### config.mk
export PLATFORM = sky130hd
export DESIGN_NAME = trace_pkt_rx
export DESIGN_NICKNAME = d
export VERILOG_FILES = /design/src/rtl/trace_pkt_rx.sv
export SDC_FILE = /design/constraint.sdc
export NUM_CORES = 2
export LEC_CHECK = 0
export ABC_AREA = 1
export CELL_PAD_IN_SITES_DETAIL_PLACEMENT = 0
export CELL_PAD_IN_SITES_GLOBAL_PLACEMENT = 1
export CORE_ASPECT_RATIO = 0.6
export CORE_UTILIZATION = 40
export DETAILED_ROUTE_END_ITERATION = 10
export PLACE_DENSITY = 0.75
export REMOVE_ABC_BUFFERS = 1
export SETUP_SLACK_MARGIN = 0.1
export SYNTH_ARGS = -nofsm -noshare
export SYNTH_HDL_FRONTEND = slang
export SYNTH_SLANG_ARGS = --single-unit
### constraint.sdc
create_clock -name clk -period 6.9 [get_ports clk]
set_input_delay 1.38 -clock clk [delete_from_list [all_inputs] [get_ports clk]]
set_output_delay 1.38 -clock clk [all_outputs]
set_load 0.02 [all_outputs]
### src/rtl/trace_pkt_rx.sv
// Retirement trace packet receiver: compacts up to 3 valid lanes per cycle into a FIFO and drains one per cycle.
// Optional per-entry cycle timestamp enabled by defining TRACE_PKT_RX_TSTAMP_EN.
module trace_pkt_rx #(
    parameter int DEPTH  = 8,
    parameter int DROP_W = 16
) (
    input  logic              clk,
    input  logic              rst_l,
    input  logic [2:0]        trace_rv_i_valid_ip,
    input  logic [95:0]       trace_rv_i_insn_ip,
    input  logic [95:0]       trace_rv_i_address_ip,
    input  logic [2:0]        trace_rv_i_exception_ip,
    input  logic [2:0]        trace_rv_i_interrupt_ip,
    input  logic [4:0]        trace_rv_i_ecause_ip,
    input  logic [31:0]       trace_rv_i_tval_ip,
    output logic              out_valid,
    input  logic              out_ready,
    output logic [31:0]       out_insn,
    output logic [31:0]       out_addr,
    output logic              out_exc,
    output logic              out_intr,
    output logic [4:0]        out_ecause,
    output logic [31:0]       out_tval,
    output logic [15:0]       out_tstamp,
    output logic [DROP_W-1:0] drop_cnt,
    output logic              overflow,
    input  logic              drop_clr
);
    localparam int AW = $clog2(DEPTH);

    logic [31:0] insn_mem   [DEPTH];
    logic [31:0] addr_mem   [DEPTH];
    logic        exc_mem    [DEPTH];
    logic        intr_mem   [DEPTH];
    logic [4:0]  ecause_mem [DEPTH];
    logic [31:0] tval_mem   [DEPTH];

    logic [AW-1:0]     rd_ptr_reg, wr_ptr_reg;
    logic [AW:0]       count_reg, count_next;
    logic [DROP_W-1:0] drop_cnt_reg, drop_cnt_next;
    logic              overflow_reg, overflow_next;
    logic              pop, push_ok, drop;
    logic [1:0]        lane_n;
    logic [AW+1:0]     free;
    logic [1:0]        lane_off  [3];
    logic [AW-1:0]     lane_slot [3];
    logic [31:0]       lane_insn [3];
    logic [31:0]       lane_addr [3];

    assign pop    = (count_reg != '0) & out_ready;
    assign lane_n = {1'b0, trace_rv_i_valid_ip[0]} + {1'b0, trace_rv_i_valid_ip[1]}
                  + {1'b0, trace_rv_i_valid_ip[2]};

    // A lane's slot is offset by the number of valid lanes below it, which compacts out gaps.
    assign lane_off[0] = 2'd0;
    assign lane_off[1] = {1'b0, trace_rv_i_valid_ip[0]};
    assign lane_off[2] = {1'b0, trace_rv_i_valid_ip[0]} + {1'b0, trace_rv_i_valid_ip[1]};

    generate
        for (genvar gi = 0; gi < 3; gi++) begin : g_lane
            assign lane_slot[gi] = wr_ptr_reg + AW'(lane_off[gi]);
            assign lane_insn[gi] = trace_rv_i_insn_ip[32*gi +: 32];
            assign lane_addr[gi] = trace_rv_i_address_ip[32*gi +: 32];
        end
    endgenerate

    // The core cannot stall, so a packet that does not fit entirely is discarded whole.
    assign free    = (AW+2)'(DEPTH) - {1'b0, count_reg} + (AW+2)'(pop);
    assign drop    = (lane_n != 2'd0) && ((AW+2)'(lane_n) > free);
    assign push_ok = (lane_n != 2'd0) && !drop;

    assign count_next = count_reg + (push_ok ? (AW+1)'(lane_n) : '0) - (AW+1)'(pop);

    always_comb begin
        drop_cnt_next = drop_cnt_reg;
        overflow_next = overflow_reg;
        if (drop_clr) begin
            drop_cnt_next = '0;
            overflow_next = 1'b0;
        end
        if (drop) begin
            overflow_next = 1'b1;
            if (drop_clr)
                drop_cnt_next = DROP_W'(1);
            else if (drop_cnt_reg != '1)
                drop_cnt_next = drop_cnt_reg + DROP_W'(1);
        end
    end

    always_ff @(posedge clk or negedge rst_l) begin
        if (!rst_l) begin
            rd_ptr_reg   <= '0;
            wr_ptr_reg   <= '0;
            count_reg    <= '0;
            drop_cnt_reg <= '0;
            overflow_reg <= 1'b0;
        end else begin
            rd_ptr_reg   <= rd_ptr_reg + AW'(pop);
            wr_ptr_reg   <= wr_ptr_reg + (push_ok ? AW'(lane_n) : '0);
            count_reg    <= count_next;
            drop_cnt_reg <= drop_cnt_next;
            overflow_reg <= overflow_next;
        end
    end

    always_ff @(posedge clk) begin
        if (push_ok) begin
            for (int i = 0; i < 3; i++) begin
                if (trace_rv_i_valid_ip[i]) begin
                    insn_mem[lane_slot[i]]   <= lane_insn[i];
                    addr_mem[lane_slot[i]]   <= lane_addr[i];
                    exc_mem[lane_slot[i]]    <= trace_rv_i_exception_ip[i];
                    intr_mem[lane_slot[i]]   <= trace_rv_i_interrupt_ip[i];
                    ecause_mem[lane_slot[i]] <= trace_rv_i_ecause_ip;
                    tval_mem[lane_slot[i]]   <= trace_rv_i_tval_ip;
                end
            end
        end
    end

    assign out_valid  = (count_reg != '0);
    assign out_insn   = out_valid ? insn_mem[rd_ptr_reg]   : '0;
    assign out_addr   = out_valid ? addr_mem[rd_ptr_reg]   : '0;
    assign out_exc    = out_valid ? exc_mem[rd_ptr_reg]    : 1'b0;
    assign out_intr   = out_valid ? intr_mem[rd_ptr_reg]   : 1'b0;
    assign out_ecause = out_valid ? ecause_mem[rd_ptr_reg] : '0;
    assign out_tval   = out_valid ? tval_mem[rd_ptr_reg]   : '0;
    assign drop_cnt   = drop_cnt_reg;
    assign overflow   = overflow_reg;

`ifdef TRACE_PKT_RX_TSTAMP_EN
    logic [15:0] tstamp_reg;
    logic [15:0] tstamp_mem [DEPTH];

    always_ff @(posedge clk or negedge rst_l) begin
        if (!rst_l)
            tstamp_reg <= '0;
        else
            tstamp_reg <= tstamp_reg + 16'd1;
    end

    // Every lane of a packet shares the cycle stamp of its push.
    always_ff @(posedge clk) begin
        if (push_ok) begin
            for (int i = 0; i < 3; i++) begin
                if (trace_rv_i_valid_ip[i])
                    tstamp_mem[lane_slot[i]] <= tstamp_reg;
            end
        end
    end

    assign out_tstamp = out_valid ? tstamp_mem[rd_ptr_reg] : '0;
`else
    assign out_tstamp = '0;
`endif
endmodule

==> metrics.md <==
| Metric | Value |
|---|---|
| Status | `completed` |
| Vias in the first global route | `a little under 40000` |
| Detailed placement HPWL | `around 97 mm` |
| Routed Antenna Nets | `0` |
| Clk_lat worst skew | `0.71 ns` |
| Initial antenna violation count | `4` |
| Most frequent cells in the layout | `2179 x nand2_1, 850 x nor2_1, 824 x edfxtp_1` |
| Num rows | `96` |
| Overflow after GRT | `0` |
| Worst Hold Class | `reg2reg` |
| Final #Nets | `just over 6000` |
| CP delay by family, top | `buffers and inverters` |
| Largest net degree at the start of global routing | `approximately 190` |
| Max cap viols | `0` |
| IO Pins | `~380` |
| Total Routed Length | `about 180 mm` |
| Main synth FF type | `edfxtp_1` |
| Register bit total from synthesis | `around 850` |
| Die Y | `between 200 and 300 um` |
| Worst EP arrival | `between 4 and 5 ns` |
| Largest family of logic cells by synthesized area | `simple AND/OR/NAND/NOR gates` |
| Final Hold Viols | `0` |
| Critical path's most frequent cell | `nor2_1` |
| Post-synthesis instance area | `47000 sq um` |
| Clock transition at the registers of the reported paths | `~0.060 ns` |
| Die area | `between 100000 and 150000 sq um` |
| Worst-path cell chain | `inv_1, ha_1, nand2_1, nor2_1, inv_4, buf_4, o21ai_0, nor2_1, clkdlybuf4s50_1` |
| Pins Over Slew Limit | `0` |
| Placed Area | `a little over 50000 sq um` |
| Asr flop ratio synth | `0.0317` |
| RSZ-0062 raised after global routing | `no` |
| Crit. Startpoint | `count_reg[2]$_DFF_PN0_` |
| Proportion of layout cells with a drive suffix above 1 | `0.0478` |
| Crit Path Class | `reg2out` |
| Drt first pass iters | `6` |
| Power Density | `~490 nW/um^2` |
| Worst vdd ir | `roughly 460 uV` |
| CP peak stage delay | `~1 ns` |
| H-tree depth | `3` |
| Most Used Layer, Global Route | `met2` |
| Starting Density | `0.407` |
| Grt met1 use | `0.432` |
| DRC violations left | `0` |
| Post-synth EDFFs | `just over 800` |
| GRT met2 Usage | `0.439` |
| Final setup vio count | `0` |
| Crit path buf inv count | `4` |
| Simple-Gate Fraction of Synth Area | `0.310` |
| Setup Skew | `0.0316 ns` |
| LEAKAGE | `between 0.02 and 0.025 uW` |
| Type of origin of the critical path | `flip-flop` |
| Hold Startpoint | `overflow$_DFFE_PN0P_` |
| First-pass GRT wire length | `around 260 mm` |
| Top cells by area, synth | `edfxtp_1 53%, nand2_1 17%, nor2_1 6.8%, nand3_1 6.1%, o32ai_1 3.8%` |
| Cells after Synth | `~5800` |
| F_max | `between 150 and 200 MHz` |
| Die width | `444 um` |
| Slowest-stage cell, CP | `buf_4` |
| Clock Sinks | `around 850` |
| Synth warnings | `0` |
| Fin Hold WS | `between 0.4 and 0.5 ns` |
| Detail-routed via count per cell | `5.60` |
| Core Footprint | `around 120000 sq um` |
| Slew of the pin with the lowest slew margin | `~1.3 ns` |
| GPL Wtd Cong | `0.822` |
| WP data required | `~5.5 ns` |
| Final period utilization | `0.848` |
| Hold Buf Count CTS | `0` |
| Post-Synth Adder-Cell Area | `0.00676` |
| Clk buf depth | `3` |
| Number of CTS-inserted buffers | `87` |
| Via count | `approximately 42000` |
| IO Port Bufs | `~360` |
| Commonest non-fill, non-tap cell in the layout | `nand2_1` |
| Crit path max fanout | `between 70 and 80` |
| Final Critical Period | `roughly 6 ns` |
| Complex-gate fraction of the synthesized area | `0.0738` |
| Iteration-0 DRC Markers | `5184` |
| Fin area | `54500 sq um` |
| Final total power | `26900 uW` |
| Post-CTS setup buffers | `0` |
| Max-slew headroom | `0.117` |
| TritonCTS clock tree | `done` |
| Per-cell routed wire length | `23.7 um` |
| Post-CTS sizing | `0` |
| Sequential fraction of the synthesis area | `0.541` |
| CP Capture Type | `output port` |
| Area growth from synthesis to layout | `16.1%` |
| Total GRT Usage | `0.291` |
| Post-synthesis mux area share | `0` |
| Share of Yosys cell area claimed by the top area cell type | `0.527` |
| R2r startpoint | `count_reg[2]$_DFF_PN0_` |
| Syn avg cell area | `slightly above 8 sq um` |
| Area leader, netlist | `edfxtp_1` |
| Distinct cells, synth | `35` |
| M3 GR Usage | `0.0498` |
| Clock root cell | `clkbuf_16` |
| Xor and xnor fraction of the mapped netlist area | `0.00354` |
[cells by family (layout without fill, tap and decap cells)]
group / count (synthesis) / in the layout
buf+inv: 679 / 808
fa+ha+maj: 23 / 23
compound gates: 535 / 535
xor+xnor: 16 / 16
other cells: 1 / 23
flops: 851 / 851
simple gates: 3650 / 3650
[power by group]
part / switching, uW / internal (uW) / leakage, uW
logic: 9020 / 3970 / 0.0124
clock network: 2180 / 2760 / 0.00140
registers: 615 / 8370 / 0.00792
[layer usage]
metal / wire length [um] / vias to the layer above
met4: 3820 / 0
met2: 77000 / 2208
met1: 78800 / 20100
li1: - / 19300
met5: 0 / -
met3: 17300 / 250
[area by class of cell]
cell class                      instances  area [sq um]
Antenna cell                            7          17.5
Clock buffer                          117          2370
Clock inverter                         44           490
Fill cell                           11000         60900
Inverter                              191           739
Multi-Input combinational cell       4240         18800
Sequential cell                       851         25400
Tap cell                             1568          1960
Timing Repair Buffer                  456          4720
[cells in the mapped netlist (all sizes together) (3+ instances only)]
cell type	number
inv	191
edfxtp	824
o21ai	324
nor2	866
nand3	580
buf	277
nand2	2183
o32ai	206
xnor2	7
nor3	7
clkbuf	211
ha	19
dfrtp	27
a21oi	3
nand4	12
xor2	9
fa	4
[stage by stage]
stage,TNS [ns],worst slack (ns),util,std cells
after floorplan,-2144.13,-8.41,-,5282
after global placement,0,1.39,0.448,7306
after detailed placement,0,1.34,0.448,7306
after CTS,0,1.10,0.472,7467
after global routing,0,0.997,0.472,7470
final,0,1.05,0.472,7474
[tightest hold or removal path, delay by kind of cell (launching register included)]
family | cells | cell delay (ns)
flops | 1 | 0.35
simple gates | 2 | 0.10
[path summary, 6_finish.rpt]
| path | to | slack (ns) | cells after the start |
|---|---|---|---|
| max in group asynchronous | rd_ptr_reg[2]$_DFF_PN0_ | 5.51 | 2 |
| max reg2reg | tval_mem[3][14]$_DFFE_PP_ | 2.04 | 19 |
| min in group asynchronous | wr_ptr_reg[0]$_DFF_PN0_ | 1.06 | 2 |
| max | out_insn[30] | 1.05 | 9 |
| min | overflow$_DFFE_PN0P_ | 0.49 | 2 |
| min reg2reg | overflow$_DFFE_PN0P_ | 0.49 | 2 |
Note: power is estimated with default switching activity, not from simulation.
